**src/rtl/pc_fetch_unit.sv**
```systemverilog
// pc_fetch_unit
//   Instruction-fetch stage. Owns the program counter, drives it to the
//   external +4 adder and to instruction memory, and loads the IF/ID
//   pipeline register for the decode stage.
//
// Ports
//   clk             system clock, all state changes on the rising edge
//   rst_n           synchronous active-low reset
//   pc_out          current PC (adder input and imem address)
//   pc_plus4_in     pc_out + 4 returned from the adder
//   imem_req        fetch request for pc_out (depends only on state)
//   imem_ready      imem_rdata valid this cycle
//   imem_rdata      instruction word
//   stall           hazard stall: freezes PC and IF/ID
//   redirect_valid  taken branch/jump from a later stage
//   redirect_target new PC for the redirect
//   flush           squash the instruction held in IF/ID
//   ifid_pc4        registered PC+4 of the fetched instruction
//   ifid_instr      registered instruction
//   ifid_valid      IF/ID holds a real instruction (0 = bubble)
//   misaligned_err  one-cycle pulse when redirect_target[1:0] != 0
module pc_fetch_unit #(
    parameter logic [31:0] RESET_PC = 32'h0000_0000
) (
    input  logic        clk,
    input  logic        rst_n,
    output logic [31:0] pc_out,
    input  logic [31:0] pc_plus4_in,
    output logic        imem_req,
    input  logic        imem_ready,
    input  logic [31:0] imem_rdata,
    input  logic        stall,
    input  logic        redirect_valid,
    input  logic [31:0] redirect_target,
    input  logic        flush,
    output logic [31:0] ifid_pc4,
    output logic [31:0] ifid_instr,
    output logic        ifid_valid,
    output logic        misaligned_err
);

    typedef enum logic [1:0] {
        BOOT,
        FETCH,
        WAIT,
        DRAIN
    } state_t;

    state_t      r_state;
    logic [31:0] r_pc;
    logic [31:0] r_pending;
    logic [31:0] r_ifid_pc4;
    logic [31:0] r_ifid_instr;
    logic        r_ifid_valid;
    logic        r_misaligned;

    logic [31:0] w_target;

    assign w_target       = redirect_target & ~32'h3;

    assign pc_out         = r_pc;
    assign imem_req       = (r_state != BOOT);
    assign ifid_pc4       = r_ifid_pc4;
    assign ifid_instr     = r_ifid_instr;
    assign ifid_valid     = r_ifid_valid;
    assign misaligned_err = r_misaligned;

    always_ff @(posedge clk) begin
        if (!rst_n) begin
            r_state      <= BOOT;
            r_pc         <= RESET_PC;
            r_pending    <= '0;
            r_ifid_pc4   <= '0;
            r_ifid_instr <= '0;
            r_ifid_valid <= 1'b0;
            r_misaligned <= 1'b0;
        end else begin
            r_misaligned <= redirect_valid && (redirect_target[1:0] != 2'b00);

            if (redirect_valid) begin
                r_ifid_valid <= 1'b0;
                case (r_state)
                    // An outstanding request that has not been answered must
                    // be drained before the new PC can be presented.
                    WAIT, DRAIN: begin
                        if (imem_ready) begin
                            r_pc    <= w_target;
                            r_state <= FETCH;
                        end else begin
                            r_pending <= w_target;
                            r_state   <= DRAIN;
                        end
                    end
                    default: begin
                        r_pc    <= w_target;
                        r_state <= FETCH;
                    end
                endcase
            end else if (!stall) begin
                case (r_state)
                    BOOT: r_state <= FETCH;
                    FETCH, WAIT: begin
                        if (imem_ready) begin
                            r_ifid_instr <= imem_rdata;
                            r_ifid_pc4   <= pc_plus4_in;
                            r_ifid_valid <= 1'b1;
                            r_pc         <= pc_plus4_in;
                            r_state      <= FETCH;
                        end else begin
                            r_ifid_valid <= 1'b0;
                            r_state      <= WAIT;
                        end
                    end
                    DRAIN: begin
                        // Response belongs to the squashed path; drop it.
                        if (imem_ready) begin
                            r_pc    <= r_pending;
                            r_state <= FETCH;
                        end
                    end
                    default: r_state <= BOOT;
                endcase
            end

            // Flush wins over capture and stall; PC path is unaffected.
            if (flush) begin
                r_ifid_valid <= 1'b0;
            end
        end
    end

endmodule

```
**config.mk**
```make
export PLATFORM = sky130hd
export DESIGN_NAME = pc_fetch_unit
export DESIGN_NICKNAME = d
export VERILOG_FILES = /design/src/rtl/pc_fetch_unit.sv
export SDC_FILE = /design/constraint.sdc
export NUM_CORES = 1
export LEC_CHECK = 0
export CAP_MARGIN = 30
export CORE_MARGIN = 4
export CORE_UTILIZATION = 34
export DETAILED_ROUTE_END_ITERATION = 10
export GPL_ROUTABILITY_DRIVEN = 0
export PLACE_DENSITY = 0.7
export RECOVER_POWER = 100
export SLEW_MARGIN = 20
export SYNTH_ARGS = -nofsm -noshare
export SYNTH_HDL_FRONTEND = slang
export SYNTH_SLANG_ARGS = --single-unit
export TNS_END_PERCENT = 10
```
**constraint.sdc**
```tcl
create_clock -name clk -period 2.7 [get_ports clk]
set_clock_uncertainty 0.1 [all_clocks]
set_input_delay 0.675 -clock clk [delete_from_list [all_inputs] [get_ports clk]]
set_output_delay 0.675 -clock clk [all_outputs]
set_load 0.01 [all_outputs]
```
-- After elaboration in Yosys (flattened, before gate mapping)
Cells that the tools add are included.
- $add $sub $neg: 0
- multipliers: 0
- divide/modulo/power cells: 0
- magnitude comparators: 0
- equal/unequal tests: 7
- shifts and indexed selects: 0
- mux-type cells: 15
- bitwise logic cells: 4
- reductions and logical operators: 13
- operator list (kind ; number):
    2-to-1 mux 32 bit ; 6
    one-hot mux 32 bit (2 select lines) ; 1
    2-to-1 mux 2 bit ; 6
    inequality test 3 bit (second input constant) ; 3
    one-hot mux 2 bit (3 select lines) ; 1
    AND reduction 5 bit ; 1
    equality test 2 bit (second input constant) ; 2
    inverter 1 bit ; 4
    AND reduction 2 bit ; 2
    AND reduction 4 bit ; 1
    nonzero test 2 bit ; 2
    OR reduction 2 bit ; 2
    AND reduction 3 bit ; 1
    nonzero test 3 bit ; 1
    OR reduction 3 bit ; 1
    equality test 2 x 1 -> 1 bit (second input constant) ; 1
    logical NOT 2 bit ; 1
    inequality test 2 x 1 -> 1 bit (second input constant) ; 1
    logical AND 1 bit ; 1
    2-to-1 mux 1 bit ; 1
- register bits after elaboration: 130
- latch bits: 0
- memory bits (writable): 0
- memory bits (read-only): 0
- input port bits: 102
- memories: 0

-- Depth between registers and ports, before layout
- word-level depth: 5
- gate-level depth with buffers: 7
- gate-level depth less buffers: 5

-- Worst setup path before layout
Ideal clock, no wire load.
- path kind: reg2reg
- from: reg r_state[0]
- to: reg r_pc[0], in the netlist pc_out[0]
- library setup time: 72 ps
- arrival: 1692 ps
- required time: 2528 ps
- slack: 837 ps
- stages on the path, launching flop included: 7
- buffers on the path: 1
- cells stage by stage: dfxtp_1 > inv_1 > ha_1 > or2_1 > a32oi_4 > buf_6 > mux2i_1
- longest elaborated chain between the ends: 5
- RTL lines (what ; RTL line ; RTL):
    start: declaration ; 49 ; state_t r_state;
    start signal: assignment ; 70 ; r_state <= BOOT;
    start signal: assignment ; 88 ; r_state <= FETCH;
    start signal: assignment ; 91 ; r_state <= DRAIN;
    equality test 2 x 1 -> 1 bit or equality test 2 bit (tied branches) ; 100, 82 ;
    OR reduction 2 bit ; 100 ; case (r_state)
    one-hot mux 32 bit (2 select lines) ; 100 ;
    2-to-1 mux 32 bit ; 99 ; end else if (!stall) begin
    2-to-1 mux 32 bit ; 80 ; if (redirect_valid) begin
    end signal: assignment ; 87 ; r_pc <= w_target;
    end signal: assignment ; 95 ; r_pc <= w_target;
    end signal: assignment ; 107 ; r_pc <= pc_plus4_in;
    end: declaration ; 50 ; logic [31:0] r_pc;
Parallel ways exist; a longest one is shown, timed or not. The select of a mux whose other input is x is not followed.
A chain may end at the register's enable or synchronous reset.

-- Final worst setup path
- from: reg r_state[0]
- to: out imem_req
- longest elaborated chain between the ends: 1
- RTL lines (what ; RTL line ; RTL):
    nonzero test 2 bit ; 62 ; assign imem_req = (r_state != BOOT);
    end: declaration ; 29 ; output logic imem_req,
No other way between the ends.

==> impl_metrics.toml <==
[run_status]
status = "finished, final reports clean"

[layout]
drive_gt1_frac = 0.09929
final_area_um2 = 8297
syn2layout_area_growth_pct = 49.18
layout.cells.non_filler = 1062
fin_util = 0.5204
nNetsFinal = 939
diodes = 0
fillers = 1509

[logic_synthesis]
synth_cell_types = 29
synth_top_cell_by_area = "dfxtp_1"
syn-instance-count = 655
syn_avg_cell_area_um2 = 8.491
synth.top_cells.by_area = "dfxtp_1 (47%), nand2_1 (11%), a21oi_1 (8.5%)"
synth_edf_count = 0
ys_seq_area_frac = 0.4679
async_reset_ff_frac = 0
syn-num-nets = 761
ys_ff_latch = 130
yosysWarnings = 0
synth_top_area_frac = 0.4679
synth_ff_type = "dfxtp_1"
syn_area_um2 = 5562

[sta]
fmax_ghz = 0.4025
setup_viol = 0
rsz0062_at_grt = "no"
fin_crit_sh = 0.9202
fin_crit_ps = 2485
relSlewSlack = 0.2759
worstMarginPinSlew_ps = 1086
maxSlewViolCount = 0
setup_tns_ps = 0
final-hold-violation-count = 0

[worst_setup_path]
worst-path-stages = 4
ff2ff_setup_slack_ps = 250
path_buf_inv = 3
cp-start-kind = "flip-flop"
critPathLaunch = "r_state[0]$_SDFFE_PN0P_"
crit_chain = "inv_1 > ha_1 > inv_1 > clkdlybuf4s50_1"
r2r_end = "pc_out[1]$_SDFFE_PN0P_"
cp-endpoint = "imem_req"
cp.arrival_ps = 1710
required_ps = 1920
path_class = "flip-flop to output pin"
reg2reg_from = "r_state[1]$_SDFFE_PN0P_"
cp-end-kind = "output pin"
crit_path_max_incr_delay_ps = 570
critPathSlowestCell = "clkdlybuf4s50_1"
crit_top_cell = "inv_1"
path_delay_family = "buffers and inverters"
cp_max_fo = 4
r2r_cells = 5

[detailed_routing]
wire_per_inst_um = 15.43
num_vias = 5087
totalWireLength_um = 16390
first_iter_violations = 162
ant_nets = 0
avgViaCountPerCell = 4.790
drc = 0
drt_first_pass_iters = 4

[global_routing]
grt_usage = 0.1765
grt_pass1_vias = 4909
grt_pass1_wl_um = 25810
grt_util_met3 = 0.04663
antenna_found_initial = 0
grt-ovfl-total = 0
gr-max-usage-layer = "met2"
grt_max_degree = 65
grtUsageMet1 = 0.2326
use_met2 = 0.2832

[clock_network]
clk_latency_ps = 410
ctsHoldBuffers = 0
postCtsResizedCells = 0
cts_tree = "yes"
cts_root_buf = "clkbuf_16"
cts_setup_buffers = 0
clock-sinks = 130
clk_pin_slew_ps = 60
cts_buffer_depth = 2
numCtsBuffers = 17
cts-htree-levels = 4

[floorplanning]
core_um2 = 15940
dieArea_um2 = 18470
io_pins = 201
die_w_um = 135.9
start_util = 0.3488
die_h_um = 135.9
std_cell_rows = 46

[min_path]
worstHoldStart = "ifid_instr[11]$_SDFFE_PN0P_"
hp-class = "flip-flop to flip-flop"

[place]
dpl.cell_count = 1030
io_buffer_count = 200
dpl-instance-area_um2 = 7786
dpl.hpwl_um = 11280

[flow_run]
drv_cap = 0

[power]
ir_drop_mv = 0.3982
leakage_nw = 3.185
p_per_area_nw_per_um2 = 589.0
power.total_mw = 4.886
==> cell families (layout without fill, tap and decap cells) <==
logic type / Yosys count / count (layout) / share of synthesized area
flops: 130 / 130 / 0.4679
compound gates: 163 / 163 / 0.1678
fa+ha+maj: 4 / 4 / 0.008999
mux: 63 / 63 / 0.1201
simple gates: 232 / 232 / 0.1831
buf+inv: 63 / 254 / 0.05197
==> area by class of cell <==
class | count | area, µm² | area share
multi-input combinational | 462 | 2679 | 0.3229
clock inverter | 13 | 112.6 | 0.01357
clock buffer | 19 | 442.9 | 0.05339
sequential | 130 | 2603 | 0.3137
tap | 216 | 270.3 | 0.03257
timing repair buffer | 216 | 2166 | 0.2610
inverter | 6 | 23.77 | 0.002865
==> worst min-delay path by stage <==
stage / depth (start not counted) / end / slack [ps]
floorplan: 2 / r_pending[10]$_SDFFE_PN0P_ / 350
global placement: 2 / ifid_pc4[0]$_SDFFE_PN0P_ / 340
detailed placement: 2 / ifid_pc4[0]$_SDFFE_PN0P_ / 350
CTS: 2 / ifid_pc4[0]$_SDFFE_PN0P_ / 350
global route: 2 / ifid_pc4[31]$_SDFFE_PN0P_ / 360
finish: 2 / ifid_instr[11]$_SDFFE_PN0P_ / 350
==> sequential cells by signal, summed over array words and instances, names as in the netlist <==
signal          count
ifid_valid          1
r_pending          30
ifid_instr         32
r_state             2
pc_out             32
ifid_pc4           32
misaligned_err      1
==> cells in the mapped netlist, drive strengths merged, types with 6 or more instances <==
library cell  count
buf              29
mux2i            33
o21ai            30
inv               6
clkbuf           28
nand3            30
mux2             30
a21oi            95
nand2           162
o211ai           30
nand2b           31
dfxtp           130
==> report_power, final <==
group / internal [mW] / switching [mW]
registers: 2.00 / 0.0408
logic: 0.369 / 0.324
clock network: 1.28 / 0.866
total: 3.66 / 1.23
==> metrics by stage <==
stage          worst slack, ps  hold slack [ps]
2_1_floorplan            836.6            350.2
3_3_place_gp             271.1            341.9
3_5_place_dp             220.4            345.6
4_1_cts                  179.0            353.0
5_1_grt                  84.94            364.2
6_report                 215.4            347.8
==> placed cells by master, fill, tap and decap left out, drive strengths merged, types with 4 or more instances in the layout <==
cell type / netlist / layout
nand2: 162 / 162
dfxtp: 130 / 130
clkdlybuf4s50: 0 / 100
dlygate4sd3: 0 / 98
a21oi: 95 / 95
mux2i: 33 / 33
nand2b: 31 / 31
mux2: 30 / 30
o211ai: 30 / 30
nand3: 30 / 30
o21ai: 30 / 30
clkbuf: 28 / 21
buf: 29 / 16
clkinvlp: 0 / 6
inv: 6 / 6
clkinv: 0 / 6
a211oi: 4 / 4
ha: 4 / 4
==> worst reg2reg max path, cell delays in order, from the launching register on <==
cell and delay (ps):
dfxtp_1 350, ha_1 500, or2_0 380, a32oi_4 230, buf_4 540, mux2i_1 270
==> per-layer routing <==
layer	routed length [µm]	share of wire
met1	7469	0.46
met4	173	0.011
met2	7549	0.46
met3	1193	0.073
met5	0	0
Note: power is estimated with default switching activity, not from simulation.
